==> config.mk <==
export PLATFORM = sky130hd
export DESIGN_NAME = pipeline_ctrl
export DESIGN_NICKNAME = d
export VERILOG_FILES = /design/src/rtl/pipeline_ctrl.sv
export SDC_FILE = /design/constraint.sdc
export NUM_CORES = 1
export LEC_CHECK = 0
export BUFFER_PORTS_ARGS = -buffer_cell sky130_fd_sc_hd__clkbuf_2
export CORE_MARGIN = 1
export CORE_UTILIZATION = 48
export CTS_BUF_LIST = sky130_fd_sc_hd__clkbuf_4 sky130_fd_sc_hd__clkbuf_8 sky130_fd_sc_hd__clkbuf_16
export DETAILED_ROUTE_END_ITERATION = 16
export GPL_TIMING_DRIVEN = 0
export PLACE_DENSITY_LB_ADDON = 0.05
export SETUP_SLACK_MARGIN = 0.15
export SLEW_MARGIN = 10
export SYNTH_ARGS = -nofsm -noshare
export SYNTH_HDL_FRONTEND = slang
export SYNTH_SLANG_ARGS = --single-unit
==> constraint.sdc <==
create_clock -name clk -period 2.3 [get_ports clk]
set_input_delay 0 -clock clk [delete_from_list [all_inputs] [get_ports clk]]
set_output_delay 0 -clock clk [all_outputs]
set_load 0.01 [all_outputs]
==> src/rtl/pipeline_ctrl.sv <==
// Hazard controller for a 5-stage pipeline: operand forwarding, load-use and
// redirect handling, data-memory wait stalls with timeout, and saturating perf counters.
module pipeline_ctrl #(
  parameter int TIMEOUT = 255,
  parameter int CNT_W   = 32
) (
  input  logic             clk,
  input  logic             rst,
  input  logic [4:0]       Rs1_D,
  input  logic [4:0]       Rs2_D,
  input  logic [4:0]       Rs1_E,
  input  logic [4:0]       Rs2_E,
  input  logic [4:0]       Rd_E,
  input  logic [1:0]       ResultSrc_E,
  input  logic             PCSrc_E,
  input  logic [4:0]       Rd_M,
  input  logic [4:0]       Rd_W,
  input  logic             RegWrite_M,
  input  logic             RegWrite_W,
  input  logic             mem_req_M,
  input  logic             mem_ready,
  output logic             Stall_F,
  output logic             Stall_D,
  output logic             Stall_E,
  output logic             Stall_M,
  output logic             Flush_D,
  output logic             Flush_E,
  output logic             Flush_W,
  output logic [1:0]       ForwardA_E,
  output logic [1:0]       ForwardB_E,
  output logic             mem_err,
  output logic [CNT_W-1:0] stall_cnt,
  output logic [CNT_W-1:0] flush_cnt
);

  // state    | meaning
  // RUN      | normal flow; load-use / redirect / memory-stall detection
  // MEM_WAIT | data access outstanding, whole pipe held, wait counter running
  // ERR      | memory timed out; pipe frozen until reset

  localparam int WAIT_W = (TIMEOUT < 2) ? 1 : $clog2(TIMEOUT + 1);
  localparam logic [WAIT_W-1:0] WAIT_MAX = WAIT_W'(TIMEOUT);

  typedef enum logic [1:0] {
    RUN      = 2'd0,
    MEM_WAIT = 2'd1,
    ERR      = 2'd2
  } state_t;

  state_t            r_state;
  logic [WAIT_W-1:0] r_wait_cnt;
  logic [CNT_W-1:0]  r_stall_cnt;
  logic [CNT_W-1:0]  r_flush_cnt;

  logic w_load_use;
  logic w_mem_stall;
  logic w_stall_f, w_stall_d, w_stall_e, w_stall_m;
  logic w_flush_d, w_flush_e, w_flush_w;

  always_comb begin
    ForwardA_E = 2'b00;
    if (RegWrite_M && (Rd_M != 5'd0) && (Rd_M == Rs1_E))
      ForwardA_E = 2'b10;
    else if (RegWrite_W && (Rd_W != 5'd0) && (Rd_W == Rs1_E))
      ForwardA_E = 2'b01;

    ForwardB_E = 2'b00;
    if (RegWrite_M && (Rd_M != 5'd0) && (Rd_M == Rs2_E))
      ForwardB_E = 2'b10;
    else if (RegWrite_W && (Rd_W != 5'd0) && (Rd_W == Rs2_E))
      ForwardB_E = 2'b01;
  end

  assign w_load_use = (ResultSrc_E == 2'b01) && (Rd_E != 5'd0) &&
                      ((Rd_E == Rs1_D) || (Rd_E == Rs2_D));

  // In MEM_WAIT the access is already outstanding, so only mem_ready matters.
  assign w_mem_stall = ((r_state == RUN) && mem_req_M && !mem_ready) ||
                       ((r_state == MEM_WAIT) && !mem_ready);

  always_comb begin
    w_stall_f = 1'b0;
    w_stall_d = 1'b0;
    w_stall_e = 1'b0;
    w_stall_m = 1'b0;
    w_flush_d = 1'b0;
    w_flush_e = 1'b0;
    w_flush_w = 1'b0;
    if ((r_state == ERR) || w_mem_stall) begin
      w_stall_f = 1'b1;
      w_stall_d = 1'b1;
      w_stall_e = 1'b1;
      w_stall_m = 1'b1;
      w_flush_w = 1'b1;
    end else if (PCSrc_E) begin
      w_flush_d = 1'b1;
      w_flush_e = 1'b1;
    end else if (w_load_use) begin
      w_stall_f = 1'b1;
      w_stall_d = 1'b1;
      w_flush_e = 1'b1;
    end
  end

  // Control outputs are forced low for the whole reset window, not just after the edge.
  assign Stall_F = w_stall_f & rst;
  assign Stall_D = w_stall_d & rst;
  assign Stall_E = w_stall_e & rst;
  assign Stall_M = w_stall_m & rst;
  assign Flush_D = w_flush_d & rst;
  assign Flush_E = w_flush_e & rst;
  assign Flush_W = w_flush_w & rst;

  assign mem_err   = (r_state == ERR);
  assign stall_cnt = r_stall_cnt;
  assign flush_cnt = r_flush_cnt;

  always_ff @(posedge clk or negedge rst) begin
    if (!rst) begin
      r_state     <= RUN;
      r_wait_cnt  <= '0;
      r_stall_cnt <= '0;
      r_flush_cnt <= '0;
    end else begin
      case (r_state)
        RUN: begin
          if (w_mem_stall) begin
            r_state    <= MEM_WAIT;
            r_wait_cnt <= WAIT_W'(1);
          end
        end
        MEM_WAIT: begin
          if (mem_ready) begin
            r_state    <= RUN;
            r_wait_cnt <= '0;
          end else if (r_wait_cnt >= WAIT_MAX) begin
            r_state <= ERR;
          end else begin
            r_wait_cnt <= r_wait_cnt + WAIT_W'(1);
          end
        end
        ERR:     r_state <= ERR;
        default: r_state <= RUN;
      endcase

      if (w_stall_f && (r_stall_cnt != '1))
        r_stall_cnt <= r_stall_cnt + CNT_W'(1);
      if ((w_flush_d || w_flush_e) && (r_flush_cnt != '1))
        r_flush_cnt <= r_flush_cnt + CNT_W'(1);
    end
  end

endmodule

## Yosys cells after proc, flatten, opt, wreduce, memory -nomap -nowiden

Index checks and enable logic that the tools add are counted.

| storage, ports and cells | value |
|---|---|
| register bits | 74 |
| latch bits | 0 |
| bits in writable memories | 0 |
| ROM bits | 0 |
| bits of input ports | 44 |
| output and inout bits | 76 |
| memories kept | 0 |

| cells by class | value |
|---|---|
| add/sub/neg operators | 3 |
| multipliers | 0 |
| divide/modulo/power cells | 0 |
| magnitude comparators | 1 |
| eq/ne operators | 14 |
| shifts and indexed selects | 0 |
| mux-type cells | 20 |
| bitwise logic cells | 4 |
| reductions and logical operators | 25 |

Operators with widths:

| cell | number |
|---|---|
| adder 32 x 1 -> 32 bit (second input constant) | 2 |
| != test 32 bit (second input constant) | 2 |
| equality test 5 bit | 6 |
| two-way mux 8 bit | 3 |
| case mux 8 bit (2 select lines) | 1 |
| nonzero test 5 bit | 3 |
| logical AND 1 bit | 13 |
| two-way mux 1 bit | 10 |
| two-way mux 2 bit | 5 |
| adder 8 x 1 -> 8 bit (second input constant) | 1 |
| >= comparator 8 bit (second input constant) | 1 |
| case mux 2 bit (3 select lines) | 1 |
| bitwise AND 1 bit | 4 |
| equality test 2 x 1 -> 1 bit (second input constant) | 2 |
| logical OR 1 bit | 4 |
| != test 3 x 2 -> 1 bit (second input constant) | 1 |
| != test 3 bit (second input constant) | 1 |
| AND reduction 3 bit | 1 |
| equality test 2 bit (second input constant) | 1 |
| zero test 2 bit | 1 |
| != test 2 bit (second input constant) | 1 |
| AND reduction 2 bit | 1 |
| nonzero test 2 bit | 1 |
| zero test 1 bit | 1 |

## Depth between registers and ports, before layout

| logic depth | value |
|---|---|
| word-level depth | 8 |
| depth in mapped cells | 8 |
| gate-level depth less buffers | 7 |

## Worst setup path before layout

OpenSTA, ideal clock, no wires.

| timing | value |
|---|---|
| path type | register -> register |
| start point | register r_stall_cnt[0] (netlist: stall_cnt[0]) |
| end point | register r_stall_cnt[11] (netlist: stall_cnt[11]) |
| data arrival time | 1.968 ns |
| slack | 0.252 ns |
| cell stages (with the launch flop) | 9 |
| period minus slack after synthesis | 2.048 ns |
| cell sequence | dfrtp_1 ha_1 nand4_1 or4_4 o32ai_2 a21oi_2 buf_6 nand4_1 xnor2_1 |

| on the way | value |
|---|---|
| cells in the longest elaborated chain, start to end | 2 |

RTL lines:

| item | line | text |
|---|---|---|
| from (decl) | 52 | `logic [CNT_W-1:0] r_stall_cnt;` |
| from (signal assigned) | 147 | `r_stall_cnt <= r_stall_cnt + CNT_W'(1);` |
| parallel branches: the longest is 2 deep, another holds adder 32 x 1 -> 32 bit | - |  |

Several ways; the timed one is not identified.
A chain may end at the register's enable or synchronous reset.

## Worst setup path after layout

| timing | value |
|---|---|
| start point | register r_stall_cnt[0] (netlist: stall_cnt[0]) |
| end point | register r_stall_cnt[13] (netlist: stall_cnt[13]) |

Same word-level chain as after synthesis.

==> reports/metrics.csv <==
stage;metric;value;unit
outcome;status;finished with violations;
outcome;violations;negative hold slack;
yosys;synth_area_leader_cell;dfrtp_1;
worst_setup_path;cp.arrival;2.36;ns
layout;design_area;5340;um2
layout;final_common_cell;clkbuf_2;
yosys;syn_area_per_cell;10.3;um2
worst_setup_path;crit_required;2.57;ns
sta;hold_viol;1;
sta;period_share;91.0;%
worst_setup_path;critPathKind;reg -> reg;
route;drc_errors;0;
worst_setup_path;r2r_cells;8;
floorplanning;initial_utilization;49.7;%
yosys;ys_ff_latch;74;
yosys;synth_top_family_by_area;simple AND/OR/NAND/NOR gates;
worst_setup_path;reg2reg_to;stall_cnt[13]$_DFFE_PN0P_;
placed_design;port_buffers;119;
worst_setup_path;crit_end;stall_cnt[13]$_DFFE_PN0P_;
yosys;muxShareOfSynthArea;0.548;%
yosys;synthAdderAreaFrac;0.914;%
worst_setup_path;crit_path_max_fanout;10;
floorplanning;die_y;94.5;um
yosys;yosysWarnings;0;
yosys;synthesis.nets;445;
route;routed_wl;9.46;mm
route;detail_route.vias_per_cell;5.33;
placed_design;dp_hpwl;6.82;mm
sta;setup_violations;0;
worst_setup_path;r2r_slack;0.21;ns
layout;syn2layout_area_growth;30.0;%
yosys;ys_types;50;
yosys;synth.top_cell.area_share;45.1;%
yosys;synth-xor-area-share;20.7;%
layout;final_cell_mix;clkbuf_2 (119), dfrtp_1 (70), xnor2_1 (63);
layout;drive_above_1_share;35.1;%
floorplanning;die_x;94.5;um
sta;max-slew-margin-rel;39.0;%
worst_setup_path;end_kind;flip-flop;
clocking;cts_htree_levels;3;
sta;fmax;478;MHz
placed_design;dpl_cell_area;4860;um2
grt;grt.total_usage;22.0;%
floorplanning;die_area;8930;um2
route;vias;3524;
clocking;clockRootBuffer;clkbuf_8;
grt;grt_start_max_net_pins;49;
grt;grt_pass1_wl;15.3;mm
yosys;synthCells;398;
sta;layout_setup_ws;0.208;ns
yosys;synth_compound_area_share;4.75;%
clocking;numCtsBuffers;9;
sta;rsz0062_at_grt;true;
route;drtIter0Drc;115;
grt;overflow;0;
yosys;synth_area_leaders;dfrtp_1 (45%), xnor2_1 (13%), xor2_1 (7.3%);
sta;final-max-slew-violation-count;0;
pwr;p_leak;2.53;nW
worst_hold_path;hp-class;in -> reg;
floorplanning;core-area;8260;um2
floorplanning;rows;33;
floorplanning;ios;120;
worst_setup_path;r2r_start;stall_cnt[0]$_DFFE_PN0P_;
sta;period_minus_slack;2.09;ns
flow_run;maxCapViolCount;0;
yosys;synthSimpleGateAreaFrac;25.6;%
clocking;cts.sinks;74;
yosys;ys_seq_area_share;45.1;%
clocking;clock_path_buffers;2;
placed_design;place_congestion;0.766;
clocking;clk_pin_slew_worst_paths;0.08;ns
grt;grt_pass1_vias;3406;
clocking;cts_tree;built;
worst_setup_path;critical_path.startpoint;stall_cnt[0]$_DFFE_PN0P_;
pwr;vdd_drop_max;0.463;mV
route;dr.pass1.iters;4;
placed_design;pre_cts_slack;-0.0111;ns
route;ant_nets;0;
sta;fin_tns_setup;0;ns
sta;finalClockSkew;0.0101;ns
pwr;p_per_area;621;nW/um2
sta;worst_pin_slew;0.908;ns
grt;antenna_found_initial;0;
worst_setup_path;cp-start-kind;flip-flop;
yosys;syn-cell-area;4110;um2
pwr;power;3.32;mW
sta;whs;-0.00567;ns
layout;nets;599;
clocking;insertion_delay;0.35;ns
route;wl_per_cell;14.3;um
layout;num_antenna_cells;0;
## kinds of logic after synthesis
| group | count (synthesis) |
|---|---|
| AOI/OAI and AO/OA | 24 |
| xor gates and xnor gates | 97 |
| adders and majority gates | 3 |
| buffers and inverters | 15 |
| DFF | 74 |
| muxes | 2 |
| and+or+nand+nor | 183 |
## synth_stat cells (all sizes together)
library cell   n
dfrtp         74
o22ai          1
and2           6
and3          21
a21o           1
o32ai          1
nor2b          3
or3            1
o21a           1
nand2         25
and2b          1
ha             3
a221oi         1
a22o           1
or3b           1
mux2           2
nor3          11
a21oi          6
inv            5
nor2          22
nand3         34
o21bai         1
buf            8
nand2b         2
a31o           1
a211oi         4
xor2          34
nor4           8
o21ai          4
clkbuf         2
and4           6
o2111ai        1
or2            1
nand4         34
or4            6
xnor2         63
nand4b         1
a22oi          1
## repair_timing
| action | in CTS | in global routing |
|---|---|---|
| hold endpoints to repair | 28 | 0 |
| cloned | 0 | 1 |
| setup endpoints to repair | 52 | 59 |
| hold buffers | 1 | 0 |
| pin swaps | 4 | 6 |
| resized for setup | 6 | 10 |
| setup buffers | 15 | 6 |
## metal layers
layer  part of all wire (%)  global-route usage (%)
met1                     45                    28.0
met2                     50                    37.6
met3                    3.7                    3.78
met4                    1.2                    7.83
met5                      0                       0
## worst max-delay path, stage by stage, from the launching register on
cell     delay [ns]
dfrtp_1        0.36
ha_2           0.20
nand4_1        0.13
or4_4          0.48
o32ai_2        0.29
a21oi_2        0.12
buf_6          0.19
nand4_1        0.11
xnor2_1        0.13
## power breakdown
group          leakage (nW)  internal, mW  switching (mW)
registers              1.00          1.40           0.108
logic                  1.41         0.335           0.333
clock network         0.109         0.649           0.491
## worst min-delay path by stage
stage | endpoint | cells after the start | slack [ns] | startpoint
global placement | ForwardA_E[1] | 4 | 0.38 | RegWrite_M
CTS | r_wait_cnt[0]$_DFFE_PN0P_ | 3 | 0.02 | mem_ready
detailed placement | stall_cnt[9]$_DFFE_PN0P_ | 1 | 0.0005 | rst
global route | r_state[0]$_DFFE_PN0P_ | 4 | 0.02 | mem_ready
floorplan | flush_cnt[0]$_DFFE_PN0P_ | 0 | -0.30 | rst
finish | r_state[0]$_DFFE_PN0P_ | 4 | -0.006 | mem_ready
## layout make-up
cell class                      count  area (um2)
Tap cell                          105         131
Multi-Input combinational cell    309        2190
Fill cell                         719        2920
Inverter                            5        18.8
Clock buffer                       11         145
Timing Repair Buffer              143         831
Clock inverter                      4        76.3
Buffer                             10        85.1
Sequential cell                    74        1860
## metrics by stage
step                util [%]  std cells
floorplan                  -        398
global placement        58.5        622
detailed placement      58.9        623
CTS                     63.6        654
global route            64.7        661
finish                  64.7        661
## registers in the layout (all words and copies together) (netlist names)
| register | cells |
|---|---|
| stall_cnt | 32 |
| r_state | 2 |
| r_wait_cnt | 8 |
| flush_cnt | 32 |
No activity file was read; power rests on OpenSTA's default activity.
